==> config.mk <==
export PLATFORM = sky130hd
export DESIGN_NAME = parallel_serial_tx
export DESIGN_NICKNAME = d
export VERILOG_FILES = /design/src/rtl/parallel_serial_tx.sv
export SDC_FILE = /design/constraint.sdc
export NUM_CORES = 1
export LEC_CHECK = 0
export CORE_ASPECT_RATIO = 1.2
export CORE_MARGIN = 2
export CORE_UTILIZATION = 40
export CTS_CLUSTER_DIAMETER = 40
export DETAILED_ROUTE_END_ITERATION = 6
export DONT_BUFFER_PORTS = 1
export GPL_TIMING_DRIVEN = 1
export PLACE_DENSITY_LB_ADDON = 0.2
export SYNTH_ARGS = -nofsm -noshare
export SYNTH_HDL_FRONTEND = slang
export SYNTH_SLANG_ARGS = --single-unit
==> constraint.sdc <==
create_clock -name clk_32f -period 1.8 [get_ports clk_32f]
set_clock_uncertainty 0.1 [all_clocks]
set_input_delay 0.18 -clock clk_32f [delete_from_list [all_inputs] [get_ports clk_32f]]
set_output_delay 0.18 -clock clk_32f [all_outputs]
set_load 0.01 [all_outputs]
==> src/rtl/parallel_serial_tx.sv <==
// Byte-to-serial transmitter: sends a sync comma burst after reset, then one byte per 8 bit-times,
// MSB first, with a comma in idle slots. Optional idle counter under `PS_TX_IDLE_COUNT_EN.
module parallel_serial_tx #(
    parameter logic [7:0]  COMMA       = 8'hBC,
    parameter int unsigned SYNC_COMMAS = 4
) (
    input  logic       clk_32f,
    input  logic       reset,
    input  logic [7:0] data_in,
    input  logic       valid_in,
    output logic       ready,
    output logic       data_out,
`ifdef PS_TX_IDLE_COUNT_EN
    output logic [7:0] idle_cnt,
`endif
    output logic       tx_active
);

    typedef enum logic [0:0] {StSync, StActive} state_e;

    localparam logic [3:0] SyncLast = 4'(SYNC_COMMAS - 1);

    state_e     state_q, state_d;
    logic [7:0] shift_q, shift_d;
    logic [2:0] bit_cnt_q, bit_cnt_d;
    logic [3:0] comma_cnt_q, comma_cnt_d;
    logic       load;
    logic       accept;

    assign load   = (bit_cnt_q == 3'd7);
    assign ready  = (state_q == StActive) && load;
    assign accept = ready && valid_in;

    always_ff @(posedge clk_32f or negedge reset) begin
        if (!reset) begin
            state_q     <= StSync;
            shift_q     <= 8'h00;
            bit_cnt_q   <= 3'd7;
            comma_cnt_q <= 4'd0;
        end else begin
            state_q     <= state_d;
            shift_q     <= shift_d;
            bit_cnt_q   <= bit_cnt_d;
            comma_cnt_q <= comma_cnt_d;
        end
    end

    always_comb begin
        state_d     = state_q;
        comma_cnt_d = comma_cnt_q;
        bit_cnt_d   = bit_cnt_q + 3'd1;
        shift_d     = {shift_q[6:0], 1'b0};
        if (load) begin
            // data_in is only selected on an accept edge, so X on it never reaches the shifter.
            shift_d = accept ? data_in : COMMA;
            if (state_q == StSync) begin
                comma_cnt_d = comma_cnt_q + 4'd1;
                if (comma_cnt_q == SyncLast) begin
                    state_d = StActive;
                end
            end
        end
    end

    assign data_out  = shift_q[7];
    assign tx_active = (state_q == StActive);

`ifdef PS_TX_IDLE_COUNT_EN
    logic [7:0] idle_cnt_q, idle_cnt_d;

    always_ff @(posedge clk_32f or negedge reset) begin
        if (!reset) begin
            idle_cnt_q <= 8'h00;
        end else begin
            idle_cnt_q <= idle_cnt_d;
        end
    end

    always_comb begin
        idle_cnt_d = idle_cnt_q;
        if (ready && !valid_in && (idle_cnt_q != 8'hFF)) begin
            idle_cnt_d = idle_cnt_q + 8'd1;
        end
    end

    assign idle_cnt = idle_cnt_q;
`endif

endmodule

Word-level counts from Yosys, hierarchy flattened
Cells that the tools add are included.
{"block": "op_classes", "addsub": 2, "n_mul": 0, "div_mod_pow": 0, "magnitude_cmp": 0, "eq_ne": 2, "shifts": 0, "n_mux": 4, "bitwise": 1, "reduce_logical": 3}
{"op": "8-bit two-way mux", "count": 2}
{"op": "4-bit by 1-bit adder with 4-bit output, second input constant", "count": 1}
{"op": "4-bit by 2-bit equality test with 1-bit output, second input constant", "count": 1}
{"op": "3-bit by 1-bit adder with 3-bit output, second input constant", "count": 1}
{"op": "3-bit equality test, second input constant", "count": 1}
{"op": "1-bit logical AND", "count": 2}
{"op": "1-bit two-way mux", "count": 2}
{"op": "2-bit AND reduction", "count": 1}
{"op": "1-bit inverter", "count": 1}
{"block": "totals", "ff_bits": 16, "latch_bits": 0, "ramBits": 0, "rom_bits": 0, "input_bits": 11, "out_inout_bits": 3, "wordCells": 16, "n_memories": 0}

Longest topological paths before layout
Gate-level depths: netlist (run 1).
{"block": "depth", "depth_word": 5, "depth_mapped": 6, "depth_no_buf": 5}

Least setup slack after synthesis (run 1)
OpenSTA, ideal clock, no wires.
{"block": "synth_timing", "path_kind": "register -> register", "from": "register bit_cnt_q[0]", "to": "register comma_cnt_q[1]", "setup_ns": 0.125, "arrival_ns": 1.396, "required_time_ns": 1.575, "path_slack_ns": 0.179, "stages_incl_launch_ff": 6, "path_buffers": 1, "synth_period_minus_slack_ns": 1.621, "path_cell_list": "dfstp_2 > ha_1 > ha_1 > buf_6 > nor2b_4 > mux2_2"}
{"block": "synth_via", "elab_chain_len": 2}
{"element": "from (decl)", "line_no": "25", "source": "logic [2:0] bit_cnt_q, bit_cnt_d;"}
{"element": "from (signal assigned)", "line_no": "43", "source": "bit_cnt_q <= bit_cnt_d;"}
{"element": "3-bit equality test", "line_no": "30", "source": "assign load = (bit_cnt_q == 3'd7);"}
{"element": "2-bit AND reduction (no source line)"}
{"element": "to (signal assigned)", "line_no": "44", "source": "comma_cnt_q <= comma_cnt_d;"}
{"element": "to (decl)", "line_no": "26", "source": "logic [3:0] comma_cnt_q, comma_cnt_d;"}
Every way passes these cells.
A chain may end at the register's enable or synchronous reset.

Worst setup path after layout (run 1)
{"block": "layout_timing", "from": "register bit_cnt_q[0]", "to": "output port ready"}
{"block": "layout_via", "elab_chain_len": 2}
{"element": "3-bit equality test", "line_no": "30"}
{"element": "1-bit logical AND", "line_no": "31", "source": "assign ready = (state_q == StActive) && load;"}
{"element": "to (decl)", "line_no": "11", "source": "output logic ready,"}
Every way passes these cells.

==> flow_summary.ini, run 1 <==
[synth]
synth.yosys.seq_area_share_pct = 62.8
synth_area_per_cell_sq_um = 11.5
ys_warn_count = 0
syn_inst = 56
ys_ff_latch = 16
synth.distinct_cells = 17
netlist_area_sq_um = 643
synth.net_count = 70

[floorplan]
dieWidth_microns = 40.6
pin_count = 14
core_sq_um = 1460
initial_utilization_pct = 43.9
die-area_sq_um = 1950
rows = 15
die-height_microns = 47.9

[sta]
finalMaxSlewViolations = 0
hold_viol = 0
tns_ps = 0
max_slew.worst_pin.slew_ps = 686
max_freq_mhz = 590
slew-limit-headroom_pct = 54.1
finalSetupViolCount = 0
period_minus_slack_ps = 1700
finalCritPeriodShare_pct = 94.2
rsz0062_at_grt = no

[clock_network]
tritoncts = done
cts_buffers = 3
htree_num_levels = 1
cts_num_sinks = 16
clockBufferDepth = 2
cts-root-buf = clkbuf_4
clk_pin_slew_ps = 90
insertion_delay_ps = 280

[worst_setup_path]
critPathMaxFanout = 9
criticalPathCategory = register to output port
crit_arrival_ps = 1420
cp.required_ps = 1520
end_kind = output port
critical_path.startpoint_type = register

[routing]
firstDrtPassIters = 2
antenna_left = 0
drc = 0
num_vias = 434
routedWlPerCell_microns = 11.5
wirelength_microns = 1030
viasPerCell = 4.88
drt_iter0_drc = 3

[global_routing]
grt_pass1_wl_microns = 1770
grt_usage_pct = 14.3
grt_max_degree = 18
grt_overflow = 0
antenna_found_initial = 0
grt_pass1_vias = 431

[cells_and_area]
nets = 87
area_delta_synth_final_pct = 27.2
instances_no_fill = 89
drive_gt1_share_pct = 22.2
nFillCells = 128
antenna_cells = 0

[power_and_ir_drop]
power_switching_uw = 128
pwr-share-comb_pct = 5.3
powerDensity_nw_per_um2 = 777
power_frac_seq_pct = 58.2
pwr-share-clk_pct = 36.5
p_total_uw = 636
swShare_pct = 20.1
power.internal_uw = 508
p_leak_nw = 0.390
ir_worst_vdd_uv = 451

[job]
drv_cap = 0

[placed_design]
place_congestion = 0.666
port_buffers = 0
dp_cells = 72
hpwlAfterDp_microns = 656

[status]
status = finished clean

[hold_path]
hold_class = input pin to register
[placed cells by master (no fill, tap or decap), types with 3 or more instances in the layout]
cell,count
a21oi_1,5
buf_4,4
clkbuf_4,3
dfrtp_1,13
dfstp_2,3
dlygate4sd3_1,9
ha_1,3
inv_1,3
nand2_1,5
nor2_1,12
[flip-flops by register name, summed over array words and instances (netlist names)]
register     cells
bit_cnt_q        3
comma_cnt_q      4
shift_q          8
tx_active        1
[final cells by class]
type	count	area (sq um)	share of cell area, %
clock buffers	4	36.3	4.43
repair buffers	14	131	16.1
multi-input cells	35	214	26.1
well taps	17	21.3	2.60
flip-flops and latches	16	404	49.4
inverters	3	11.3	1.38
[logic make-up after synthesis]
logic type / Yosys count / share of synthesized area (%)
buffers and inverters: 5 / 4.28
and+or+nand+nor: 20 / 14.0
AOI/OAI and AO/OA: 8 / 7.20
adders and majority gates: 3 / 5.84
muxes: 1 / 1.75
DFF: 16 / 62.8
xor gates and xnor gates: 3 / 4.09
[power groups by stage]
stage | registers, mW | clock network (mW) | logic [mW]
floorplan | 0.376 | 0 | 0.0101
global placement | 0.377 | 0 | 0.0117
detailed placement | 0.377 | 0 | 0.0124
CTS | 0.370 | 0.243 | 0.0346
global route | 0.372 | 0.256 | 0.0396
finish | 0.370 | 0.232 | 0.0339
[stage by stage]
stage	instance area (sq um)	worst slack, ps	hold WS, ps	utilization [%]
final	818	104	105	55.9
after global routing	818	24.0	138	55.9
after CTS	786	10.3	108	53.7
after detailed placement	656	249	-215	44.8
after global placement	656	265	-215	44.8
after floorplan	643	179	-216	-
[critical path: stages (launching register included)]
cell and delay [ps]:
dfstp_2 540, ha_1 140, ha_1 170, buf_6 140, and2_4 150
[final timing paths]
kind                         startpoint  cells past startpoint  slack, ps             end
setup / recovery           bit_cnt_q[0]                      4        100           ready
hold / removal                 valid_in                      2        100      shift_q[0]
setup reg to reg           bit_cnt_q[0]                      4        220  comma_cnt_q[1]
hold reg to reg            bit_cnt_q[0]                      1        350    bit_cnt_q[0]
max in group asynchronous         reset                      1        890      shift_q[6]
min in group asynchronous         reset                      1        270  comma_cnt_q[3]
[Yosys cell counts, drive strengths merged]
library cell / instances / area [sq um]
dfstp: 3 / 78.8
nand2: 5 / 18.8
ha: 3 / 37.5
inv: 3 / 11.3
o22ai: 2 / 12.5
xor2: 1 / 8.76
buf: 2 / 16.3
nor2b: 1 / 13.8
nand4: 1 / 6.26
xnor2: 2 / 17.5
nor2: 12 / 45.0
and2: 1 / 6.26
a31o: 1 / 8.76
dfrtp: 13 / 325
mux2: 1 / 11.3
a21oi: 5 / 25.0
[metal layers]
metal | wire length (microns) | up-vias | GRT usage, %
li1 | - | 212 | -
met4 | 19 | 0 | 10.0
met1 | 424 | 210 | 16.7
met3 | 48 | 2 | 3.26
met5 | 0 | - | 0
met2 | 535 | 10 | 22.9
[repair_timing]
item	in CTS	in global routing
hold buffers	9	0
endpoints found under the setup margin	1	1
hold endpoints to repair	24	0
resized for setup	1	1
setup buffers	0	4
Note: power is estimated with default switching activity, not from simulation.
==> inputs of run 2 (changes only) <==
--- a/constraint.sdc
+++ b/constraint.sdc
@@ -4,2 +4,2 @@
 set_output_delay 0.18 -clock clk_32f [all_outputs]
-set_load 0.01 [all_outputs]
+set_load 0.02 [all_outputs]
==> run 2 against run 1 <==
Effect of this change: utilization fell by 0.17 points; hold slack improved by 5.1 ps; sequential power barely moved; flip-flop and latch count did not move; worst setup slack got worse by 12 ps; wire length fell by 0.49%; register-to-register slack barely moved; cell area fell by 0.31%.
==> flow_summary.ini, run 2 (same netlist as run 1, synthesis figures left out) <==
[global_routing]
grt_pass1_wl_microns = 1630
grt_pass1_vias = 412
use_met3_pct = 7.44
gr-usage-met1_pct = 14.1
grt_usage_pct = 13.6
grt_overflow = 0
antenna_found_initial = 0
grt_max_degree = 18
grt_use_met2_pct = 20.3
top_usage_layer = met2

[status]
status = finished clean

[clock_network]
cts-root-buf = clkbuf_4
cts_num_sinks = 16
htree_num_levels = 1
clockBufferDepth = 2
clk_pin_slew_ps = 90
insertion_delay_ps = 280
tritoncts = done
cts_buffers = 3

[routing]
firstDrtPassIters = 4
antenna_left = 0
viasPerCell = 4.82
drc = 0
drt_iter0_drc = 4
routedWlPerCell_microns = 11.4
wirelength_microns = 1020
num_vias = 434

[power_and_ir_drop]
ir_worst_vdd_uv = 484
power.internal_uw = 471
swShare_pct = 20.7
pwr-share-clk_pct = 31.8
power_frac_seq_pct = 62.5
pwr-share-comb_pct = 5.7
p_leak_nw = 0.390
powerDensity_nw_per_um2 = 728
p_total_uw = 594
power_switching_uw = 123

[placed_design]
place_congestion = 0.670
port_buffers = 0
dp_slack_ps = 231
hpwlAfterDp_microns = 654

[sta]
hold_viol = 0
finalMaxSlewViolations = 0
finalSetupViolCount = 0
max_slew.worst_pin.slew_ps = 694
slew-limit-headroom_pct = 53.6
finalCritPeriodShare_pct = 94.9
setup_ws_ps = 91.9
period_minus_slack_ps = 1710
max_freq_mhz = 585
tns_ps = 0
rsz0062_at_grt = no

[cells_and_area]
seqCellArea_sq_um = 404
area_delta_synth_final_pct = 26.8
antenna_cells = 0
most-common-layout-cells = 13 x dfrtp_1, 12 x nor2_1, 9 x dlygate4sd3_1
final_common_cell = dfrtp_1
top_regs = shift_q: 8 flops, comma_cnt_q: 4 flops, bit_cnt_q: 3 flops
drive_gt1_share_pct = 21.9
largest_register_ffs = 8
top_register = shift_q
nFillCells = 131
nets = 88
multi_input_area_sq_um = 214

[floorplan]
die-height_microns = 47.9
initial_utilization_pct = 43.9
dieWidth_microns = 40.6
rows = 15
pin_count = 14
die-area_sq_um = 1950
core_sq_um = 1460

[worst_setup_path]
criticalPathCategory = register to output port
cp_num_buf_inv = 1
cp_top_family = flip-flops
end_kind = output port
max_stage_delay_ps = 540
crit_path_frequent_cell = ha_1
critPathMaxFanout = 8
crit_arrival_ps = 1430
critical_path.startpoint_type = register
cpMaxStageDelayCell = dfstp_2
cp.required_ps = 1520
crit_chain = ha_1 -> ha_1 -> buf_6 -> and2_4

[hold_path]
hold_class = input pin to register

[job]
drv_cap = 0
==> run 2: per-layer routing <==
| metal | vias up | share of wire (%) |
|---|---|---|
| met5 | - | 0 |
| met1 | 204 | 42 |
| met4 | 0 | 0.88 |
| met2 | 12 | 52 |
| li1 | 216 | - |
| met3 | 2 | 5.7 |
==> run 2: area by class of cell <==
| class | instances | area share, % |
|---|---|---|
| clock buffers | 4 | 3.22 |
| inverters | 3 | 1.38 |
| multi-input cells | 35 | 26.2 |
| flip-flops and latches | 16 | 49.5 |
| well taps | 17 | 2.61 |
| repair buffers | 15 | 17.0 |
==> run 2: through the flow <==
stage          instance area [sq um]  utilization (%)  instances  hold slack (ps)
2_1_floorplan                    643                -         56             -216
3_3_place_gp                     656             44.8         72             -215
3_5_place_dp                     656             44.8         72             -215
4_1_cts                          778             53.2         85             97.4
5_1_grt                          816             55.7         90              114
6_report                         816             55.7         90              110
==> run 2: worst paths after layout <==
| check | depth (start not counted) | slack (ps) | end | startpoint |
|---|---|---|---|---|
| worst max-delay path | 4 | 90 | ready | bit_cnt_q[0] |
| worst min-delay path | 2 | 110 | shift_q[0] | valid_in |
| worst max register to register | 4 | 210 | comma_cnt_q[1] | bit_cnt_q[0] |
| worst min register to register | 1 | 350 | bit_cnt_q[0] | bit_cnt_q[0] |
| max in group asynchronous | 1 | 880 | shift_q[6] | reset |
| min in group asynchronous | 1 | 280 | comma_cnt_q[1] | reset |
==> run 2: what timing repair did <==
| action | CTS | global route |
|---|---|---|
| setup endpoints to repair | 1 | 1 |
| hold buffers | 9 | 0 |
| buffers inserted | 0 | 5 |
| resized for setup | 3 | 0 |
| endpoints found under the hold margin | 24 | 0 |
==> run 2: power by group through the flow <==
| stage | logic [mW] | clock network (mW) | registers, mW |
|---|---|---|---|
| 2_1_floorplan | 0.0101 | 0 | 0.377 |
| 3_3_place_gp | 0.0117 | 0 | 0.378 |
| 3_5_place_dp | 0.0121 | 0 | 0.378 |
| 4_1_cts | 0.0344 | 0.200 | 0.371 |
| 5_1_grt | 0.0387 | 0.219 | 0.372 |
| 6_report | 0.0339 | 0.189 | 0.371 |
